$ cat config.mk
export PLATFORM = sky130hd
export DESIGN_NAME = decrypt_pipe_onehot_flat
export DESIGN_NICKNAME = d
export VERILOG_FILES = /design/src/rtl/decrypt_pipe_if.sv /design/src/rtl/decrypt_pipe_onehot.sv /design/src/flat_wrapper.sv
export SDC_FILE = /design/constraint.sdc
export NUM_CORES = 1
export LEC_CHECK = 0
export ABC_CLOCK_PERIOD_IN_PS = 8000
export BUFFER_PORTS_ARGS = -buffer_cell sky130_fd_sc_hd__buf_2
export CORE_MARGIN = 4
export CORE_UTILIZATION = 52
export CTS_CLUSTER_DIAMETER = 80
export DETAILED_ROUTE_END_ITERATION = 6
export GPL_ROUTABILITY_DRIVEN = 1
export PLACE_DENSITY = 0.87
export SLEW_MARGIN = 20
export SYNTH_ARGS = -nofsm -noshare
export SYNTH_HDL_FRONTEND = slang
export SYNTH_SLANG_ARGS = --single-unit
$ cat constraint.sdc
create_clock -name clk -period 8 [get_ports clk]
set_clock_uncertainty 0.1 [all_clocks]
set_input_delay 1.2 -clock clk [delete_from_list [all_inputs] [get_ports clk]]
set_output_delay 1.2 -clock clk [all_outputs]
set_load 0.05 [all_outputs]
$ cat src/rtl/decrypt_pipe_if.sv
// Byte/key/output bundle for the decrypt one-hot stage.
// master: upstream driver and downstream consumer; slave: the stage itself.
interface decrypt_pipe_if;
  logic        en;
  logic        mode;
  logic [7:0]  din;
  logic [7:0]  k1;
  logic [7:0]  k2;
  logic [7:0]  k3;
  logic [2:0]  rot_freq;
  logic        restart;

  logic        en_out;
  logic        mode_out;
  logic [31:0] extended_shift_out;
  logic [3:0]  shift_amt_out;
  logic        shift_en_out;
  logic        is_alpha_upper_case_out;
  logic        is_alpha_low_case_out;

  modport master (
    output en, mode, din, k1, k2, k3, rot_freq, restart,
    input  en_out, mode_out, extended_shift_out, shift_amt_out,
           shift_en_out, is_alpha_upper_case_out, is_alpha_low_case_out
  );

  modport slave (
    input  en, mode, din, k1, k2, k3, rot_freq, restart,
    output en_out, mode_out, extended_shift_out, shift_amt_out,
           shift_en_out, is_alpha_upper_case_out, is_alpha_low_case_out
  );
endinterface

$ cat src/rtl/decrypt_pipe_onehot.sv
// Decrypt stage ahead of shift/decode: classifies each byte, builds a
// one-hot letter code pre-rotated by a multiple of 7, and leaves a residual
// shift of 0..6 for the next stage. One registered stage, no back-pressure.
// Optional feature macro: DECRYPT_KEY_ROT_EN (rotating k1/k2/k3 schedule).
// Without it the active key is always k1.
//
// key_idx | meaning
// KEY_1   | k1 active
// KEY_2   | k2 active
// KEY_3   | k3 active
module decrypt_pipe_onehot (
  input  logic          clk,
  input  logic          rst,
  decrypt_pipe_if.slave bus
);

  localparam logic [1:0] KEY_1 = 2'd0;
  localparam logic [1:0] KEY_2 = 2'd1;
  localparam logic [1:0] KEY_3 = 2'd2;

  logic        is_upper;
  logic        is_lower;
  logic        is_letter;
  logic        active;
  logic        advance;
  logic [4:0]  idx;
  logic [7:0]  key_sel;
  logic [4:0]  key_mod;
  logic [4:0]  off;
  logic [4:0]  coarse;
  logic [3:0]  resid;
  logic [5:0]  pos_sum;
  logic [4:0]  pos;
  logic [25:0] onehot;

  assign is_upper  = (bus.din >= 8'd65) && (bus.din <= 8'd90);
  assign is_lower  = (bus.din >= 8'd97) && (bus.din <= 8'd122);
  assign is_letter = is_upper || is_lower;
  assign active    = bus.en && bus.mode;
  assign advance   = active && is_letter;
  // 'A' and 'a' both end in 5'b00001, so the low five bits minus one give 0..25.
  assign idx       = bus.din[4:0] - 5'd1;

`ifdef DECRYPT_KEY_ROT_EN
  logic [2:0] cnt;
  logic [1:0] key_idx;
  logic [2:0] cnt_base;
  logic [1:0] key_base;

  // Restart rewinds the schedule before this cycle's letter is counted.
  assign cnt_base = bus.restart ? 3'd0 : cnt;
  assign key_base = bus.restart ? KEY_1 : key_idx;

  // Pick the key for the current byte from the (possibly rewound) schedule.
  always_comb begin
    case (key_base)
      KEY_2:   key_sel = bus.k2;
      KEY_3:   key_sel = bus.k3;
      default: key_sel = bus.k1;
    endcase
  end

  // Advance the letter counter and rotate keys after rot_freq+1 letters.
  always_ff @(posedge clk) begin
    if (rst) begin
      cnt     <= 3'd0;
      key_idx <= KEY_1;
    end else if (advance) begin
      if (cnt_base == bus.rot_freq) begin
        cnt     <= 3'd0;
        key_idx <= (key_base == KEY_3) ? KEY_1 : key_base + 2'd1;
      end else begin
        cnt     <= cnt_base + 3'd1;
        key_idx <= key_base;
      end
    end else begin
      cnt     <= cnt_base;
      key_idx <= key_base;
    end
  end
`else
  logic unused_sched;
  assign unused_sched = ^{bus.k2, bus.k3, bus.rot_freq, bus.restart, KEY_2, KEY_3};
  assign key_sel = bus.k1;
`endif

  // Split the decrypt offset into a coarse multiple of 7 and a 0..6 residual,
  // then rotate the one-hot code left by the coarse part modulo 26.
  always_comb begin
    key_mod = 5'(key_sel % 8'd26);
    off     = (key_mod == 5'd0) ? 5'd0 : 5'd26 - key_mod;
    if (off >= 5'd21)      coarse = 5'd21;
    else if (off >= 5'd14) coarse = 5'd14;
    else if (off >= 5'd7)  coarse = 5'd7;
    else                   coarse = 5'd0;
    resid   = 4'(off - coarse);
    pos_sum = {1'b0, idx} + {1'b0, coarse};
    pos     = (pos_sum >= 6'd26) ? 5'(pos_sum - 6'd26) : pos_sum[4:0];
    onehot  = 26'd1 << pos;
  end

  // Output register: letter code, raw byte passthrough, or zeros when idle.
  always_ff @(posedge clk) begin
    if (rst) begin
      bus.en_out                  <= 1'b0;
      bus.mode_out                <= 1'b0;
      bus.extended_shift_out      <= 32'd0;
      bus.shift_amt_out           <= 4'd0;
      bus.shift_en_out            <= 1'b0;
      bus.is_alpha_upper_case_out <= 1'b0;
      bus.is_alpha_low_case_out   <= 1'b0;
    end else begin
      bus.en_out   <= bus.en;
      bus.mode_out <= bus.mode;
      if (advance) begin
        bus.extended_shift_out      <= {6'd0, onehot};
        bus.shift_amt_out           <= resid;
        bus.shift_en_out            <= 1'b1;
        bus.is_alpha_upper_case_out <= is_upper;
        bus.is_alpha_low_case_out   <= is_lower;
      end else begin
        bus.extended_shift_out      <= active ? {24'd0, bus.din} : 32'd0;
        bus.shift_amt_out           <= 4'd0;
        bus.shift_en_out            <= 1'b0;
        bus.is_alpha_upper_case_out <= 1'b0;
        bus.is_alpha_low_case_out   <= 1'b0;
      end
    end
  end

endmodule

$ cat src/flat_wrapper.sv
// flat-port wrapper written by rule: the top's interface ports become plain ports
module decrypt_pipe_onehot_flat 
  (clk, rst, bus_en, bus_mode, bus_din, bus_k1, bus_k2, bus_k3, bus_rot_freq, bus_restart, bus_en_out, bus_mode_out, bus_extended_shift_out, bus_shift_amt_out, bus_shift_en_out, bus_is_alpha_upper_case_out, bus_is_alpha_low_case_out);
  decrypt_pipe_if bus_i ();
  input  logic clk;
  input  logic rst;
  input wire logic [$bits(bus_i.en)-1:0] bus_en;
  input wire logic [$bits(bus_i.mode)-1:0] bus_mode;
  input wire logic [$bits(bus_i.din)-1:0] bus_din;
  input wire logic [$bits(bus_i.k1)-1:0] bus_k1;
  input wire logic [$bits(bus_i.k2)-1:0] bus_k2;
  input wire logic [$bits(bus_i.k3)-1:0] bus_k3;
  input wire logic [$bits(bus_i.rot_freq)-1:0] bus_rot_freq;
  input wire logic [$bits(bus_i.restart)-1:0] bus_restart;
  output wire logic [$bits(bus_i.en_out)-1:0] bus_en_out;
  output wire logic [$bits(bus_i.mode_out)-1:0] bus_mode_out;
  output wire logic [$bits(bus_i.extended_shift_out)-1:0] bus_extended_shift_out;
  output wire logic [$bits(bus_i.shift_amt_out)-1:0] bus_shift_amt_out;
  output wire logic [$bits(bus_i.shift_en_out)-1:0] bus_shift_en_out;
  output wire logic [$bits(bus_i.is_alpha_upper_case_out)-1:0] bus_is_alpha_upper_case_out;
  output wire logic [$bits(bus_i.is_alpha_low_case_out)-1:0] bus_is_alpha_low_case_out;
  assign bus_i.en = bus_en;
  assign bus_i.mode = bus_mode;
  assign bus_i.din = bus_din;
  assign bus_i.k1 = bus_k1;
  assign bus_i.k2 = bus_k2;
  assign bus_i.k3 = bus_k3;
  assign bus_i.rot_freq = bus_rot_freq;
  assign bus_i.restart = bus_restart;
  assign bus_en_out = bus_i.en_out;
  assign bus_mode_out = bus_i.mode_out;
  assign bus_extended_shift_out = bus_i.extended_shift_out;
  assign bus_shift_amt_out = bus_i.shift_amt_out;
  assign bus_shift_en_out = bus_i.shift_en_out;
  assign bus_is_alpha_upper_case_out = bus_i.is_alpha_upper_case_out;
  assign bus_is_alpha_low_case_out = bus_i.is_alpha_low_case_out;
  decrypt_pipe_onehot u_core (.clk(clk), .rst(rst), .bus(bus_i));
endmodule
==> metrics <==
area grow syn2layout 11.59%; max_slew headroom 0.4880; HP Start rst; NumNets Final 443; Worst setup SP type primary input; CTS root buffer clkbuf_8; Power Density 250.4 mW/mm²; Core Rows 25; most common cell in the netlist nor2_1; DRT iter0 DRCs 216; fmax 144.7 MHz; Post-Place Cell Area 0.002853 mm²; Final setup viols 0; final setup margin 1088 ps; Hold Crit Class primary input to register; antenna fix cells 0; top-area cell type share of the netlist area 0.2659; max-cap violation count 0; CP endpoint kind register; Die Wd 79.19 µm; first-pass GRT wire length 10,430 µm; clock tree buffer depth 2; Hold Slack 977.7 ps; register area share after synthesis 0.2659; overall routing resource usage 0.2020; Die Footprint 0.006270 mm²; Syn Area/Cell 7.638 µm²; Ys Warns 0; vias in the first global route 2,405; fin crit period 6912 ps; Post-synth EDFFs 0; vias per inst 5.746; leading area contributor after synthesis dfxtp_1; Synth cell types 67; most common library cells after synthesis nor2_1, dfxtp_1, nand2_1, o21ai_0, inv_1; Pleak 1.309 nW; met2 usage 0.3510; Num CTS Buffers 5; RSZ-0062 raised after global routing no; H-tree levels 2; Port Buffers 54; share of layout cells above drive strength 1 0.2005; CP required 8100 ps; DR vias 2,620; Reg clk slew, reported paths 70 ps; final hold viol count 0; final core utilization 0.6104; DRC 0; fin crit share 0.8640; Cell Count, Final, Fillers Out 456; DP Worst Slack 953.2 ps; maximum vdd drop 169.8 µV; Initial Util 0.5470; Pwr Total 736.2 µW; Cell Area, Synth 0.002635 mm²; Synth Flop Type dfxtp_1; critical path startpoint bus_k1[6]; Pre-antenna DRT Iters 4; cts repair resizes 0; clk sinks 35; Worst-Margin Slew 768.0 ps; initial antenna violation count 0; Placer Congestion 0.8732; met3 Use GR 0.04082; largest net degree at the start of global routing 22; Avg WL per Cell 13.32 µm; Synth Instances 345; dpl cells 449; die height 79.19 µm; postcts setup bufs 0; status complete, no violations; Post-synth ARST share 0; Slew Viols, Final 0; post-DP HPWL 4520 µm; total grt overflow 0; GRT met1 Usage 0.2537; antenna-violating nets left 0; number of synthesized register bits 35; core area 0.004817 mm²; Final TNS setup 0 ps; cts hold-fix bufs 0; dominant cells by area after synthesis dfxtp_1, ha_1, nor2_1; IO Pins 81; CTS tree yes; global routing's busiest layer met2; post-route cell area 0.002940 mm²; Arr. time, crit path 7020 ps; Final Routed Wirelength 6075 µm; CP max FO 21; kind of critical path primary input to register
-- power breakdown --
part	total [mW]	internal [mW]	switching [mW]
Sequential	0.178	0.177	0.000717
Clock	0.127	0.0675	0.0599
Combinational	0.431	0.162	0.269
Total	0.736	0.406	0.330
-- sequential cells by signal, summed over array words and instances, names as in the netlist --
name / flops
u_core.bus.shift_en_out: 1
u_core.bus.is_alpha_upper_case_out: 1
u_core.bus.extended_shift_out: 26
u_core.bus.is_alpha_low_case_out: 1
u_core.bus.shift_amt_out: 4
u_core.bus.mode_out: 1
u_core.bus.en_out: 1
-- cell type report --
cell class | count | area [µm²]
well taps | 67 | 83.83
inverters | 19 | 71.32
clock inverters | 1 | 5.005
flip-flops and latches | 35 | 700.7
clock buffers | 6 | 82.58
fillers | 434 | 1877
multi-input cells | 274 | 1727
repair buffers | 54 | 270.3
-- metal layers --
metal,vias up,routed length [µm]
li1,1310,-
met1,1207,2648
met2,93,2928
met3,10,406
met4,0,93
met5,-,0
-- worst max-delay path: stages --
cell	delay, ps
buf_2	310
inv_1	200
a2111oi_0	490
o21ai_1	160
and2_1	220
o21ai_0	90
nor2_1	60
nor2_1	110
ha_1	250
nand2b_1	150
a31oi_1	90
o31ai_1	640
o21ai_0	310
and2_1	290
fa_1	470
inv_1	80
a21oi_1	60
o21bai_1	180
xnor2_1	200
nand2b_1	230
o21ai_1	410
nand2_1	100
nor2_1	110
a31oi_1	70
or2_2	350
o21ai_0	180
-- worst paths after layout --
path | cells past startpoint | slack [ps] | end
worst max-delay path | 26 | 1090 | u_core.bus.extended_shift_out[0]
worst min-delay path | 2 | 980 | u_core.bus.en_out
-- kinds of logic (layout without fill, tap and decap cells) --
logic type / Yosys count / count (layout) / synth area share
xor+xnor: 10 / 10 / 0.03324
flops: 35 / 35 / 0.2659
simple gates: 142 / 142 / 0.2735
buf+inv: 41 / 80 / 0.08594
other cells: 1 / 6 / 0.001423
mux: 3 / 3 / 0.01140
fa+ha+maj: 15 / 15 / 0.07360
compound gates: 98 / 98 / 0.2550
-- cells in the final DEF, fill, tap and decap left out, types with 6 or more instances in the layout --
| cell | n |
|---|---|
| o21ai_0 | 19 |
| nand3_1 | 7 |
| nor3_1 | 8 |
| inv_1 | 18 |
| xnor2_1 | 6 |
| clkbuf_8 | 6 |
| nand2b_1 | 13 |
| nand2_1 | 32 |
| ha_1 | 13 |
| nor2_1 | 43 |
| buf_2 | 54 |
| a21oi_1 | 16 |
| a31oi_1 | 8 |
| conb_1 | 6 |
| dfxtp_1 | 35 |
(Power assumes the default switching activity.)
